## config.mk

```make
export PLATFORM = sky130hd
export DESIGN_NAME = visited_store
export DESIGN_NICKNAME = d
export VERILOG_FILES = /design/src/rtl/visited_store.sv
export SDC_FILE = /design/constraint.sdc
export NUM_CORES = 1
export LEC_CHECK = 0
export ABC_AREA = 0
export CAP_MARGIN = 20
export CORE_UTILIZATION = 30
export DETAILED_ROUTE_END_ITERATION = 10
export PLACE_DENSITY = 0.61
export SLEW_MARGIN = 20
export SYNTH_ARGS = -nofsm -noshare
export SYNTH_HDL_FRONTEND = slang
export SYNTH_SLANG_ARGS = --single-unit
```

## constraint.sdc

```tcl
create_clock -name clock -period 13.03 [get_ports clock]
set_input_delay 1.9545 -clock clock [delete_from_list [all_inputs] [get_ports clock]]
set_output_delay 1.9545 -clock clock [all_outputs]
set_load 0.1 [all_outputs]
```

## src/rtl/visited_store.sv

```systemverilog
// visited_store: per-node predecessor/visited store with a live count of unvisited valid nodes.
module visited_store #(
   parameter int MAX_NODES   = 16,
   parameter int INDEX_WIDTH = 8,
   parameter int VALUE_WIDTH = 8
) (
   input  logic                           clock,
   input  logic                           reset,
   input  logic                           set_en,
   input  logic [INDEX_WIDTH-1:0]         number_of_nodes,
   input  logic [INDEX_WIDTH-1:0]         index,
   input  logic [INDEX_WIDTH-1:0]         prev_node,
   output logic [INDEX_WIDTH-1:0]         unvisited_nodes,
   output logic [INDEX_WIDTH*MAX_NODES-1:0] prev_vector_flattened
);
   // Distance width only matters to the rest of the engine; it must still be a legal width.
   localparam int CW = (VALUE_WIDTH > 0) ? INDEX_WIDTH : INDEX_WIDTH;
   localparam logic [CW-1:0] MAX_N = CW'(MAX_NODES);
   logic [INDEX_WIDTH-1:0] prev [MAX_NODES];
   logic                   visited [MAX_NODES];
   logic [CW-1:0]          n;
   logic [CW-1:0]          cnt;
   for (genvar j = 0; j < MAX_NODES; j++) begin : g_slot
      always_ff @(posedge clock or posedge reset)
         if (reset) begin
            prev[j]    <= '1;
            visited[j] <= 1'b0;
         end else if (set_en && index == INDEX_WIDTH'(j)) begin
            prev[j]    <= prev_node;
            visited[j] <= 1'b1;
         end
      assign prev_vector_flattened[INDEX_WIDTH*j +: INDEX_WIDTH] = prev[j];
   end
   always_comb begin
      n   = (number_of_nodes > MAX_N) ? MAX_N : number_of_nodes;
      cnt = n;
      for (int j = 0; j < MAX_NODES; j++)
         cnt = (visited[j] && CW'(j) < n) ? cnt - 1'b1 : cnt;
   end
   assign unvisited_nodes = cnt;
endmodule

```

After elaboration in Yosys (flattened, before gate mapping)

Index checks and enable logic that the tools add are counted.

Bits in registers: 144

Mux-type cells: 17
Order comparisons: 17
Equal/unequal tests: 15
Reduce and logical (&&, ||, !) cells: 33
Add/subtract/negate cells: 16

Operators with widths:

| kind                                                                  | number |
|---|---|
| 8-bit 2-to-1 mux                                                      | 17 |
| 8-bit by 1-bit subtractor with 8-bit output (second input constant)   | 16 |
| 8-bit by 4-bit == test with 1-bit output (second input constant)      | 8 |
| 4-bit by 8-bit < comparator with 1-bit output (first input constant)  | 8 |
| 8-bit by 3-bit == test with 1-bit output (second input constant)      | 4 |
| 1-bit logical AND                                                     | 32 |
| 3-bit by 8-bit < comparator with 1-bit output (first input constant)  | 4 |
| 8-bit by 2-bit == test with 1-bit output (second input constant)      | 2 |
| 1-bit by 8-bit < comparator with 1-bit output (first input constant)  | 2 |
| 2-bit by 8-bit < comparator with 1-bit output (first input constant)  | 2 |
| 8-bit by 1-bit == test with 1-bit output (second input constant)      | 1 |
| 8-bit by 5-bit > comparator with 1-bit output (second input constant) | 1 |
| 8-bit zero test                                                       | 1 |

Logic depth before layout (Yosys ltp)

Gate-level depths: netlist of run 1.

Depth in word-level cells: 35
Depth in mapped cells: 39
Mapped depth without buffers: 37

Worst setup path before layout of run 1

OpenSTA, ideal clock, no wires.

Path type: input port to output port
From: input number_of_nodes[5]
To: output unvisited_nodes[6]
Setup slack: 0.305 ns
Buffers on the path: 2
Stages on the path: 39
Data arrival time: 10.771 ns
Required time: 11.075 ns
Cells stage by stage: nor4_4 > buf_2 > clkbuf_1 > nand2_1 > ha_1 > nor3b_1 > a21oi_1 > o221ai_2 > xnor2_4 > xnor2_1 > inv_1 > ha_1 > nor2_1 > nor2_1 > ha_1 > o21ai_0 > o311a_1 > inv_1 > [... 3 more ...] > ha_1 > nand2_1 > nand2_1 > ha_1 > a21oi_1 > o21ai_0 > ha_1 > nand2_1 > xnor2_1 > xnor2_2 > xor2_1 > xnor3_1 > nor3_2 > o211a_4 > o2111ai_2 > a211oi_2 > o21ai_1 > xnor2_1

Word-level cells in the longest chain between the ends: 35
Elaborated cells on any way between the ends: 66

Ends and longest elaborated chain:

| item                                          | line | RTL |
|---|---|---|
| start: declaration                            | 10   | `input logic [INDEX_WIDTH-1:0] number_of_nodes,` |
| 8-bit by 5-bit > comparator with 1-bit output | 35   | `n = (number_of_nodes > MAX_N) ? MAX_N : number_of_nodes;` |
| 8-bit 2-to-1 mux (*)                          | 35   |  |
| 1-bit by 8-bit < comparator with 1-bit output | 38   | `cnt = (visited[j] && CW'(j) < n) ? cnt - 1'b1 : cnt;` |
| 1-bit logical AND                             | 38   |  |
| 8-bit 2-to-1 mux                              | 38   |  |
| 8-bit by 1-bit subtractor with 8-bit output   | 38   |  |
| 8-bit 2-to-1 mux                              | 38   |  |
| 8-bit by 1-bit subtractor with 8-bit output   | 38   |  |
| [... 19 more ...]                             | --   |  |
| 8-bit by 1-bit subtractor with 8-bit output   | 38   |  |
| 8-bit 2-to-1 mux                              | 38   |  |
| 8-bit by 1-bit subtractor with 8-bit output   | 38   |  |
| 8-bit 2-to-1 mux                              | 38   |  |
| 8-bit by 1-bit subtractor with 8-bit output   | 38   |  |
| 8-bit 2-to-1 mux                              | 38   |  |
| 8-bit by 1-bit subtractor with 8-bit output   | 38   |  |
| 8-bit 2-to-1 mux (*)                          | 38   |  |
| end: declaration                              | 13   | `output logic [INDEX_WIDTH-1:0] unvisited_nodes,` |

Every way passes the cells marked *; elsewhere a longest branch is shown, timed or not.

Worst setup path after layout of run 1

Same ends and word-level chain as after synthesis.

==> results of run 1 <==
state kept, by name (all words and copies together), names as in the netlist:
register               flops
prev_vector_flattened    128
visited                   16
power breakdown:
part           switching (mW)  internal, mW  leakage [nW]
logic                   0.385         0.169          2.68
registers              0.0152         0.485          1.54
clock network           0.213         0.254         0.280
final cells by class:
cell class              count  area share (%)
multi-input cells         609            42.8
repair buffers            174            15.2
well taps                 384            4.15
flip-flops and latches    144            32.5
inverters                  12           0.433
clock inverters            15            1.24
clock buffers              17            3.68
cell usage after synthesis, drive strengths merged (8+ instances only):
library cell,instances
ha,12
xnor3,8
nor2b,8
inv,11
o31ai,10
xnor2,47
a211oi,13
mux2,131
a21oi,25
xor2,9
clkbuf,27
nor2,47
nor3,15
nand2,67
and2,10
dfrtp,16
o211ai,12
dfstp,128
o21ai,42
nand2b,15
nand3,21
layer usage:
layer / vias to the layer above / wire [um] / track usage [%]
li1: 3260 / - / -
met1: 3316 / 10600 / 20.4
met2: 184 / 11200 / 25.5
met3: 23 / 1950 / 5.86
met4: 0 / 339 / 4.50
met5: - / 0 / 0
cells in the final DEF (no fill, tap or decap), drive strengths merged, types with 13 or more instances in the layout:
cell,n
a211oi,13
a21oi,25
buf,19
clkbuf,17
clkdlybuf4s50,155
dfrtp,16
dfstp,128
inv,20
mux2,131
nand2,67
nand2b,15
nand3,21
nor2,47
nor3,15
o21ai,42
xnor2,47
worst reg2reg max path, stage by stage (launching register included):
cell and delay [ns]:
dfrtp_1 0.63, inv_1 0.26, nand2_1 0.10
per-stage QoR:
stage,total power [mW],instances,hold slack [ns],worst slack (ns)
finish,1.52,1355,0.460,0.733
global route,1.59,1355,0.496,0.0406
CTS,1.53,1354,0.465,0.471
detailed placement,1.06,1322,0.450,0.515
global placement,1.05,1322,0.450,0.741
floorplan,0.943,798,0.428,0.305
cell families (layout without fill, tap and decap cells):
| kind of cell | count (synthesis) | after routing | share of synthesized area [%] |
|---|---|---|---|
| flip-flops | 144 | 144 | 42.4 |
| multiplexers | 138 | 138 | 17.4 |
| adder cells (fa/ha/maj) | 14 | 14 | 1.92 |
| XOR/XNOR | 64 | 64 | 8.90 |
| buffers and inverters | 45 | 218 | 2.20 |
| AO/OA/AOI/OAI | 167 | 167 | 14.2 |
| AND/OR/NAND/NOR | 226 | 226 | 13.0 |
repair_timing:
action | CTS | global route
buffers inserted | 0 | 1
hold buffers | 0 | 0
gates resized for setup | 0 | 4
setup endpoints to repair | 0 | 4
hold endpoints to repair | 0 | 0
final timing paths:
path                            slack, ns  cells after the start               startpoint                 endpoint
worst min register to register       0.46                      1   visited[7]$_DFFE_PP0P_   visited[7]$_DFFE_PP0P_
max in group asynchronous            9.67                      3                    reset   visited[2]$_DFFE_PP0P_
worst max-delay path                 0.73                     39       number_of_nodes[5]       unvisited_nodes[6]
worst min-delay path                 0.46                      1   visited[7]$_DFFE_PP0P_   visited[7]$_DFFE_PP0P_
min in group asynchronous            2.04                      2                    reset   visited[0]$_DFFE_PP0P_
worst max register to register      11.97                      2  visited[15]$_DFFE_PP0P_  visited[15]$_DFFE_PP0P_
==> results.yml, run 1 <==
setup_path:
  worstPathRequired_ns: 11.08
  crit_buf_inv: 3
  cp_top_family: "simple AND/OR/NAND/NOR gates"
  critical_path_class: "primary input to output port"
  cp_max_fo: 10
  crit_path_start_kind: "primary input"
  critPathMostFrequentCell: "ha_1"
  cp.arrival_ns: 10.34
  max_stage_delay_ns: 0.46
  crit_path_end_kind: "output port"
  slowest_stage: "clkdlybuf4s50_1"
global_routing:
  grt_use_total_pct: 16.1
  grt_pass1_vias: 6844
  grt_remaining_overflow: 0
  grt_pass1_wl_um: 38500
  grt_max_degree: 81
  antenna_found_initial: 0
detailed_routing:
  viasPerCell: 5.01
  drcViolationCount: 0
  final_antenna_net_count: 0
  vias: 6783
  routedWlPerCell_um: 17.8
  drtPass1Iterations: 5
  routed_wl_um: 24100
  drt_iter0_markers: 457
logic_synthesis:
  synth_seq_cells: 144
  synth_area_leaders: "dfstp_2 38%, mux2_2 17%, dfrtp_1 4.5%"
  synth-edff-count: 0
  ys_seq_area_share_pct: 42.4
  yosysTopAreaCell: "dfstp_2"
  syn_nets: 837
  ys.flop_type: "dfstp_2"
  synth_area_mm2: 0.00888
  yosysUniqueCellTypes: 86
  async_reset_ff_share_pct: 100
  netlist.area_leader.share_pct: 37.9
  ys.warnings.count: 0
  synth.avg_cell_area_um2: 11.1
  synthCells: 798
timing:
  setup-tns-final_ns: 0
  finalSetupViolCount: 0
  worst_pin_slew_ns: 1.05
  min_period_ns: 12.30
  period_share_pct: 94.4
  hold_viol_final: 0
  max_clock_freq_ghz: 0.0813
  skew_ns: 0
  max_slew_margin_pct: 29.5
  rsz0062_at_grt: "no"
  slew_viol_final: 0
layout:
  final_nets: 997
  final-seq-area_mm2: 0.00376
  n_fill_cell: 2777
  multi_input_area_mm2: 0.00495
  area_growth_pct: 30.3
  final_cell_area_mm2: 0.0116
  final_util_pct: 40.0
  diodes: 0
  drive_gt1_share_pct: 38.3
floorplan:
  die_w_um: 174
  pin_count: 163
  core_mm2: 0.0289
  fp.dieH_um: 174
  dieArea_mm2: 0.0303
  rows: 62
  start_util_pct: 30.7
place:
  hpwl_um: 17500
  gp_congestion: 0.862
  placed_area_mm2: 0.0110
  port_buffers: 162
clocking:
  cts_made_buffers: 17
  cts-root-buf: "clkbuf_16"
  htreeDepth: 4
  clk_latency_ns: 0.41
  clkTransAtPathRegs_ns: 0.06
  clk_path_buf_depth: 2
  cts_tree: "done"
  cts_sinks: 144
pwr:
  pwr_density_cell_mw_per_mm2: 131
  power_leakage_nw: 4.49
  ir_drop_mv: 0.0867
run_status:
  outcome: "finished clean"
job:
  maxCapViolations: 0
min_path:
  hold_class: "flop to flop"
Power figures use the tool's default switching activity.
==> inputs of run 2 (changes only) <==
--- a/config.mk
+++ b/config.mk
@@ -8,6 +8,7 @@
 export ABC_AREA = 0
 export CAP_MARGIN = 20
 export CORE_UTILIZATION = 30
+export CTS_CLUSTER_DIAMETER = 100
 export DETAILED_ROUTE_END_ITERATION = 10
 export PLACE_DENSITY = 0.61
 export SLEW_MARGIN = 20
==> results of run 2 <==
Same layout as run 1: the final DEF is identical, and so are final timing and power.
==> inputs of run 3 (changes only) <==
--- a/config.mk
+++ b/config.mk
@@ -11,7 +11,7 @@
 export CTS_CLUSTER_DIAMETER = 100
 export DETAILED_ROUTE_END_ITERATION = 10
 export PLACE_DENSITY = 0.61
-export SLEW_MARGIN = 20
+export SLEW_MARGIN = 0
 export SYNTH_ARGS = -nofsm -noshare
 export SYNTH_HDL_FRONTEND = slang
 export SYNTH_SLANG_ARGS = --single-unit
==> results of run 3 <==
Same layout as run 1: the final DEF is identical, and so are final timing and power.
